## src/rtl/pc_fetch_ctrl_if.sv

```systemverilog
// Fetch-side bundle between pc_fetch_ctrl, the PC mux, instruction memory and decode.
// master = the fetch controller, slave = its environment (mux, imem, decode).
interface pc_fetch_ctrl_if;
  logic [31:0] pc_next;
  logic        stall;
  logic        imem_gnt;
  logic        imem_rvalid;
  logic [31:0] imem_rdata;
  logic [31:0] pc_out;
  logic        imem_req;
  logic [31:0] imem_addr;
  logic [31:0] instr;
  logic        instr_valid;
  logic        fetch_timeout;
  logic        fetch_fault;

  modport master (
    input  pc_next,
    input  stall,
    input  imem_gnt,
    input  imem_rvalid,
    input  imem_rdata,
    output pc_out,
    output imem_req,
    output imem_addr,
    output instr,
    output instr_valid,
    output fetch_timeout,
    output fetch_fault
  );

  modport slave (
    output pc_next,
    output stall,
    output imem_gnt,
    output imem_rvalid,
    output imem_rdata,
    input  pc_out,
    input  imem_req,
    input  imem_addr,
    input  instr,
    input  instr_valid,
    input  fetch_timeout,
    input  fetch_fault
  );
endinterface

```

## src/rtl/pc_fetch_ctrl.sv

```systemverilog
// PC register and req/gnt/rvalid instruction-fetch sequencer with WAIT-state retry.
// Optional misaligned-target trap enabled by defining PC_FETCH_MISALIGN_CHECK_EN.
//
// state | meaning
// IDLE  | one cycle after reset, nothing outstanding
// REQ   | imem_req high, waiting for gnt (no timeout here)
// WAIT  | granted, waiting for rvalid; retries after TIMEOUT_CYCLES cycles
// VALID | instr presented to decode, held until !stall retires it
// FAULT | misaligned branch target trapped, held until rst (macro only)
module pc_fetch_ctrl #(
  parameter logic [31:0] RESET_PC       = 32'h0000_0000,
  parameter int unsigned TIMEOUT_CYCLES = 16
) (
  input  logic           clk_i,
  input  logic           rst_i,
  pc_fetch_ctrl_if.master fetch_if
);

  localparam int unsigned      CNT_W    = (TIMEOUT_CYCLES > 2) ? $clog2(TIMEOUT_CYCLES) : 1;
  localparam logic [CNT_W-1:0] CNT_LAST = CNT_W'(TIMEOUT_CYCLES - 1);

  typedef enum logic [2:0] {
    S_IDLE,
    S_REQ,
    S_WAIT,
    S_VALID
`ifdef PC_FETCH_MISALIGN_CHECK_EN
    , S_FAULT
`endif
  } state_e;

  state_e           state_q, state_d;
  logic [31:0]      pc_q, pc_d;
  logic [31:0]      instr_q, instr_d;
  logic [CNT_W-1:0] cnt_q, cnt_d;
  logic             timeout_q, timeout_d;

  always_ff @(posedge clk_i) begin
    if (rst_i) begin
      state_q   <= S_IDLE;
      pc_q      <= RESET_PC;
      instr_q   <= '0;
      cnt_q     <= '0;
      timeout_q <= 1'b0;
    end else begin
      state_q   <= state_d;
      pc_q      <= pc_d;
      instr_q   <= instr_d;
      cnt_q     <= cnt_d;
      timeout_q <= timeout_d;
    end
  end

  always_comb begin
    state_d   = state_q;
    pc_d      = pc_q;
    instr_d   = instr_q;
    cnt_d     = cnt_q;
    timeout_d = 1'b0;
    unique case (state_q)
      S_IDLE: begin
        state_d = S_REQ;
      end
      S_REQ: begin
        // rvalid without gnt is stray and must not be captured
        if (fetch_if.imem_gnt) begin
          if (fetch_if.imem_rvalid) begin
            instr_d = fetch_if.imem_rdata;
            state_d = S_VALID;
          end else begin
            cnt_d   = '0;
            state_d = S_WAIT;
          end
        end
      end
      S_WAIT: begin
        if (fetch_if.imem_rvalid) begin
          instr_d = fetch_if.imem_rdata;
          state_d = S_VALID;
        end else if (cnt_q == CNT_LAST) begin
          timeout_d = 1'b1;
          state_d   = S_REQ;
        end else begin
          cnt_d = cnt_q + 1'b1;
        end
      end
      S_VALID: begin
        if (!fetch_if.stall) begin
          pc_d    = fetch_if.pc_next;
          state_d = S_REQ;
`ifdef PC_FETCH_MISALIGN_CHECK_EN
          if (fetch_if.pc_next[1:0] != 2'b00) begin
            state_d = S_FAULT;
          end
`endif
        end
      end
`ifdef PC_FETCH_MISALIGN_CHECK_EN
      S_FAULT: begin
        state_d = S_FAULT;
      end
`endif
      default: begin
        state_d = S_IDLE;
      end
    endcase
  end

  assign fetch_if.pc_out        = pc_q;
  assign fetch_if.imem_addr     = {pc_q[31:2], 2'b00};
  assign fetch_if.imem_req      = (state_q == S_REQ);
  assign fetch_if.instr         = instr_q;
  assign fetch_if.instr_valid   = (state_q == S_VALID);
  assign fetch_if.fetch_timeout = timeout_q;
`ifdef PC_FETCH_MISALIGN_CHECK_EN
  assign fetch_if.fetch_fault   = (state_q == S_FAULT);
`else
  assign fetch_if.fetch_fault   = 1'b0;
`endif

endmodule

```

## src/flat_wrapper.sv

```systemverilog
// flat-port wrapper written by rule: the top's interface ports become plain ports
module pc_fetch_ctrl_flat 
#(
  parameter logic [31:0] RESET_PC       = 32'h0000_0000,
  parameter int unsigned TIMEOUT_CYCLES = 16
)
  (clk_i, rst_i, fetch_if_pc_next, fetch_if_stall, fetch_if_imem_gnt, fetch_if_imem_rvalid, fetch_if_imem_rdata, fetch_if_pc_out, fetch_if_imem_req, fetch_if_imem_addr, fetch_if_instr, fetch_if_instr_valid, fetch_if_fetch_timeout, fetch_if_fetch_fault);
  pc_fetch_ctrl_if fetch_if_i ();
  input  logic clk_i;
  input  logic rst_i;
  input wire logic [$bits(fetch_if_i.pc_next)-1:0] fetch_if_pc_next;
  input wire logic [$bits(fetch_if_i.stall)-1:0] fetch_if_stall;
  input wire logic [$bits(fetch_if_i.imem_gnt)-1:0] fetch_if_imem_gnt;
  input wire logic [$bits(fetch_if_i.imem_rvalid)-1:0] fetch_if_imem_rvalid;
  input wire logic [$bits(fetch_if_i.imem_rdata)-1:0] fetch_if_imem_rdata;
  output wire logic [$bits(fetch_if_i.pc_out)-1:0] fetch_if_pc_out;
  output wire logic [$bits(fetch_if_i.imem_req)-1:0] fetch_if_imem_req;
  output wire logic [$bits(fetch_if_i.imem_addr)-1:0] fetch_if_imem_addr;
  output wire logic [$bits(fetch_if_i.instr)-1:0] fetch_if_instr;
  output wire logic [$bits(fetch_if_i.instr_valid)-1:0] fetch_if_instr_valid;
  output wire logic [$bits(fetch_if_i.fetch_timeout)-1:0] fetch_if_fetch_timeout;
  output wire logic [$bits(fetch_if_i.fetch_fault)-1:0] fetch_if_fetch_fault;
  assign fetch_if_i.pc_next = fetch_if_pc_next;
  assign fetch_if_i.stall = fetch_if_stall;
  assign fetch_if_i.imem_gnt = fetch_if_imem_gnt;
  assign fetch_if_i.imem_rvalid = fetch_if_imem_rvalid;
  assign fetch_if_i.imem_rdata = fetch_if_imem_rdata;
  assign fetch_if_pc_out = fetch_if_i.pc_out;
  assign fetch_if_imem_req = fetch_if_i.imem_req;
  assign fetch_if_imem_addr = fetch_if_i.imem_addr;
  assign fetch_if_instr = fetch_if_i.instr;
  assign fetch_if_instr_valid = fetch_if_i.instr_valid;
  assign fetch_if_fetch_timeout = fetch_if_i.fetch_timeout;
  assign fetch_if_fetch_fault = fetch_if_i.fetch_fault;
  pc_fetch_ctrl #(.RESET_PC(RESET_PC), .TIMEOUT_CYCLES(TIMEOUT_CYCLES)) u_core (.clk_i(clk_i), .rst_i(rst_i), .fetch_if(fetch_if_i));
endmodule
```

## config.mk

```make
export PLATFORM = sky130hd
export DESIGN_NAME = pc_fetch_ctrl_flat
export DESIGN_NICKNAME = d
export VERILOG_FILES = /design/src/rtl/pc_fetch_ctrl_if.sv /design/src/rtl/pc_fetch_ctrl.sv /design/src/flat_wrapper.sv
export SDC_FILE = /design/constraint.sdc
export NUM_CORES = 1
export LEC_CHECK = 0
export CORE_AREA = 2 2 92 94
export DETAILED_ROUTE_END_ITERATION = 7
export DIE_AREA = 0 0 94 96
export PLACE_DENSITY = 0.88
export SLEW_MARGIN = 20
export SYNTH_ARGS = -nofsm -noshare
export SYNTH_HDL_FRONTEND = slang
export SYNTH_SLANG_ARGS = --single-unit
```

## constraint.sdc

```tcl
create_clock -name clk_i -period 2.5 [get_ports clk_i]
set_input_delay 0.5 -clock clk_i [delete_from_list [all_inputs] [get_ports clk_i]]
set_output_delay 0.5 -clock clk_i [all_outputs]
set_load 0.01 [all_outputs]
```

==> flow_summary_export.csv <==
group,metric,value,unit
sta,rsz0062_at_grt,"false",
grt,grt_max_degree,53,
floorplan,fp.dieW,94,um
clock_tree,ctsHoldBuffers,0,
grt,grt_pass1_wl,12.3,mm
finish,n_antenna_cell,0,
setup_path,arrival,1.54,ns
floorplan,initial_utilization,39.0,%
synth,synthDistinctLibCells,32,
place,numPortBuffers,165,
floorplan,die_area,0.00902,mm^2
synth,syn_area,0.00314,mm^2
sta,setup_violations,0,
grt,grtUsageTotal,17.2,%
sta,max_freq,0.490,GHz
sta,final-max-slew-violation-count,0,
flow_run,cap_violations,0,
routing,drt_pass1_iterations,4,
grt,antenna_found_initial,0,
finish,layout-drive-gt1-share,4.72,%
finish,fillers,692,
clock_tree,cts_buffers,9,
finish,stdcell_count,592,
worst_hold_path,hold_class,"reg -> reg",
grt,grt-ovfl-total,0,
floorplan,core,0.00805,mm^2
place,placed_cells,576,
synth,ys.warnings.count,0,
floorplan,die_h,96,um
routing,drc,0,
synth,netlist_instances,355,
setup_path,worst-setup-path-type,"reg -> out",
sta,layout_min_cycle_time,2.04,ns
synth,syn_avg_cell_area,8.84,um^2
power_and_ir_drop,vdd_drop_max,0.261,mV
setup_path,end_kind,"primary output",
clock_tree,cts_buffer_depth,2,
setup_path,critPathLaunchType,"flop",
setup_path,worstPathMaxFanout,10,
finish,final_nets,552,
clock_tree,insertion_delay,0.33,ns
synth,ys_seq_elements,71,
place,gp_congestion,0.733,
power_and_ir_drop,p_leak,0.00169,uW
routing,wl_per_cell,12.7,um
floorplan,ios,169,
synth,seq_area_frac_synth,45.3,%
sta,fin_crit_sh,81.6,%
routing,route.vias.total,2748,
clock_tree,cts_root_buf,"clkbuf_8",
clock_tree,h-tree-depth,3,
routing,routed_wl,7.54,mm
clock_tree,post_cts_resized,0,
sta,hold_slack,0.469,ns
routing,drtIter0Drc,93,
clock_tree,postCtsSetupBuffers,0,
place,dpl.hpwl,5.62,mm
grt,grt_pass1_vias,2628,
clock_tree,path_clk_slew,0.08,ns
routing,viasPerCell,4.64,
floorplan,fp-row-count,33,
sta,tns,0,ns
outcome,status,"complete, no violations",
power_and_ir_drop,p_per_area,519,mW/mm^2
clock_tree,cts.sinks,71,
setup_path,worstPathRequired,2.00,ns
routing,detail-route-antenna-nets,0,
sta,finalHoldViolCount,0,
finish,syn2layout_area_growth,54.1,%
sta,finClkSkew,0.00716,ns
finish,final_util,60.0,%
clock_tree,cts_tree,"built",
[cells in the final DEF, fill, tap and decap left out, types with 3 or more instances in the layout]
master	count
nand2_1	66
clkbuf_8	10
nand2b_1	66
conb_1	3
mux2i_1	33
buf_4	3
a21oi_1	35
clkdlybuf4s50_1	164
dfxtp_1	71
[metrics by stage]
stage          total power, uW  setup slack, ns  area [um^2]
3_3_place_gp              1620            0.490         4640
6_report                  2510            0.459         4830
4_1_cts                   2550            0.443         4830
2_1_floorplan             1410             1.04         3140
5_1_grt                   2640            0.361         4830
3_5_place_dp              1630            0.419         4640
[report_power, final]
group	leakage [uW]	internal, uW	switching, uW	total [uW]
clock	0.000103	489	419	908
sequential	0.000576	1170	30.7	1200
combinational	0.00101	251	145	396
[final timing paths]
kind,startpoint,end,slack [ns],depth (start not counted)
worst min register to register,u_core.fetch_if.instr[30],u_core.fetch_if.instr[30],0.47,2
worst max register to register,u_core.state_q[1],u_core.cnt_q[1],0.89,3
worst max-delay path,u_core.state_q[0],fetch_if_imem_req,0.46,2
worst min-delay path,u_core.fetch_if.instr[30],u_core.fetch_if.instr[30],0.47,2
[cell families after synthesis]
kind of cell / Yosys count / share of synthesized area (%)
AO/OA/AOI/OAI: 43 / 7.46
adder cells (fa/ha/maj): 1 / 0.399
buffers and inverters: 57 / 11.3
flip-flops: 71 / 45.3
multiplexers: 33 / 10.5
other: 1 / 0.120
AND/OR/NAND/NOR: 149 / 24.9
[cells in the mapped netlist]
master	number	area share (%)
conb_1	1	0.12
clkbuf_1	16	1.9
mux2i_1	33	11
and3_1	1	0.20
and2_1	1	0.20
nor2_1	1	0.12
nand3_1	2	0.32
o21a_1	1	0.24
or4bb_1	1	0.36
nor3b_1	1	0.24
o21ai_0	1	0.16
a211oi_1	1	0.24
o22a_1	1	0.28
o211ai_1	2	0.48
dfxtp_1	71	45
or3b_4	1	0.36
buf_2	3	0.48
ha_1	1	0.40
a31oi_1	1	0.20
a311oi_1	1	0.28
nand2_1	66	7.9
nand3b_1	2	0.48
buf_4	36	8.6
and2b_1	1	0.24
a21oi_1	35	5.6
or3_1	2	0.40
nor2b_1	1	0.20
clkbuf_2	1	0.16
inv_1	1	0.12
nand2b_1	66	13
nor3_1	1	0.16
and3b_1	2	0.56
[critical path, stage by stage (launching register included)]
cell and delay (ns):
dfxtp_1 0.49, and2b_1 0.19, clkdlybuf4s50_1 0.53
[final cells by class]
type                       count  area (um^2)  share of cell area [%]
clock buffer                  11          141                    2.92
sequential                    71         1420                    29.4
multi-input combinational    229         1370                    28.3
clock inverter                 5         57.6                    1.19
tap                          105          131                    2.72
timing repair buffer         170         1710                    35.4
inverter                       1         3.75                  0.0776
[sequential cells by signal, summed over array words and instances, names as in the netlist]
name                           flops
u_core.cnt_q                       4
u_core.state_q                     2
u_core.fetch_if.fetch_timeout      1
u_core.fetch_if.instr             32
u_core.fetch_if.pc_out            32
[layer usage]
layer	wire (um)	GRT usage (%)	vias to the layer above
met4	42	5.68	0
met2	3490	28.5	132
met3	1010	9.16	4
met1	3000	19.0	1245
met5	0	0	-
li1	-	-	1367
(Power assumes the default switching activity.)
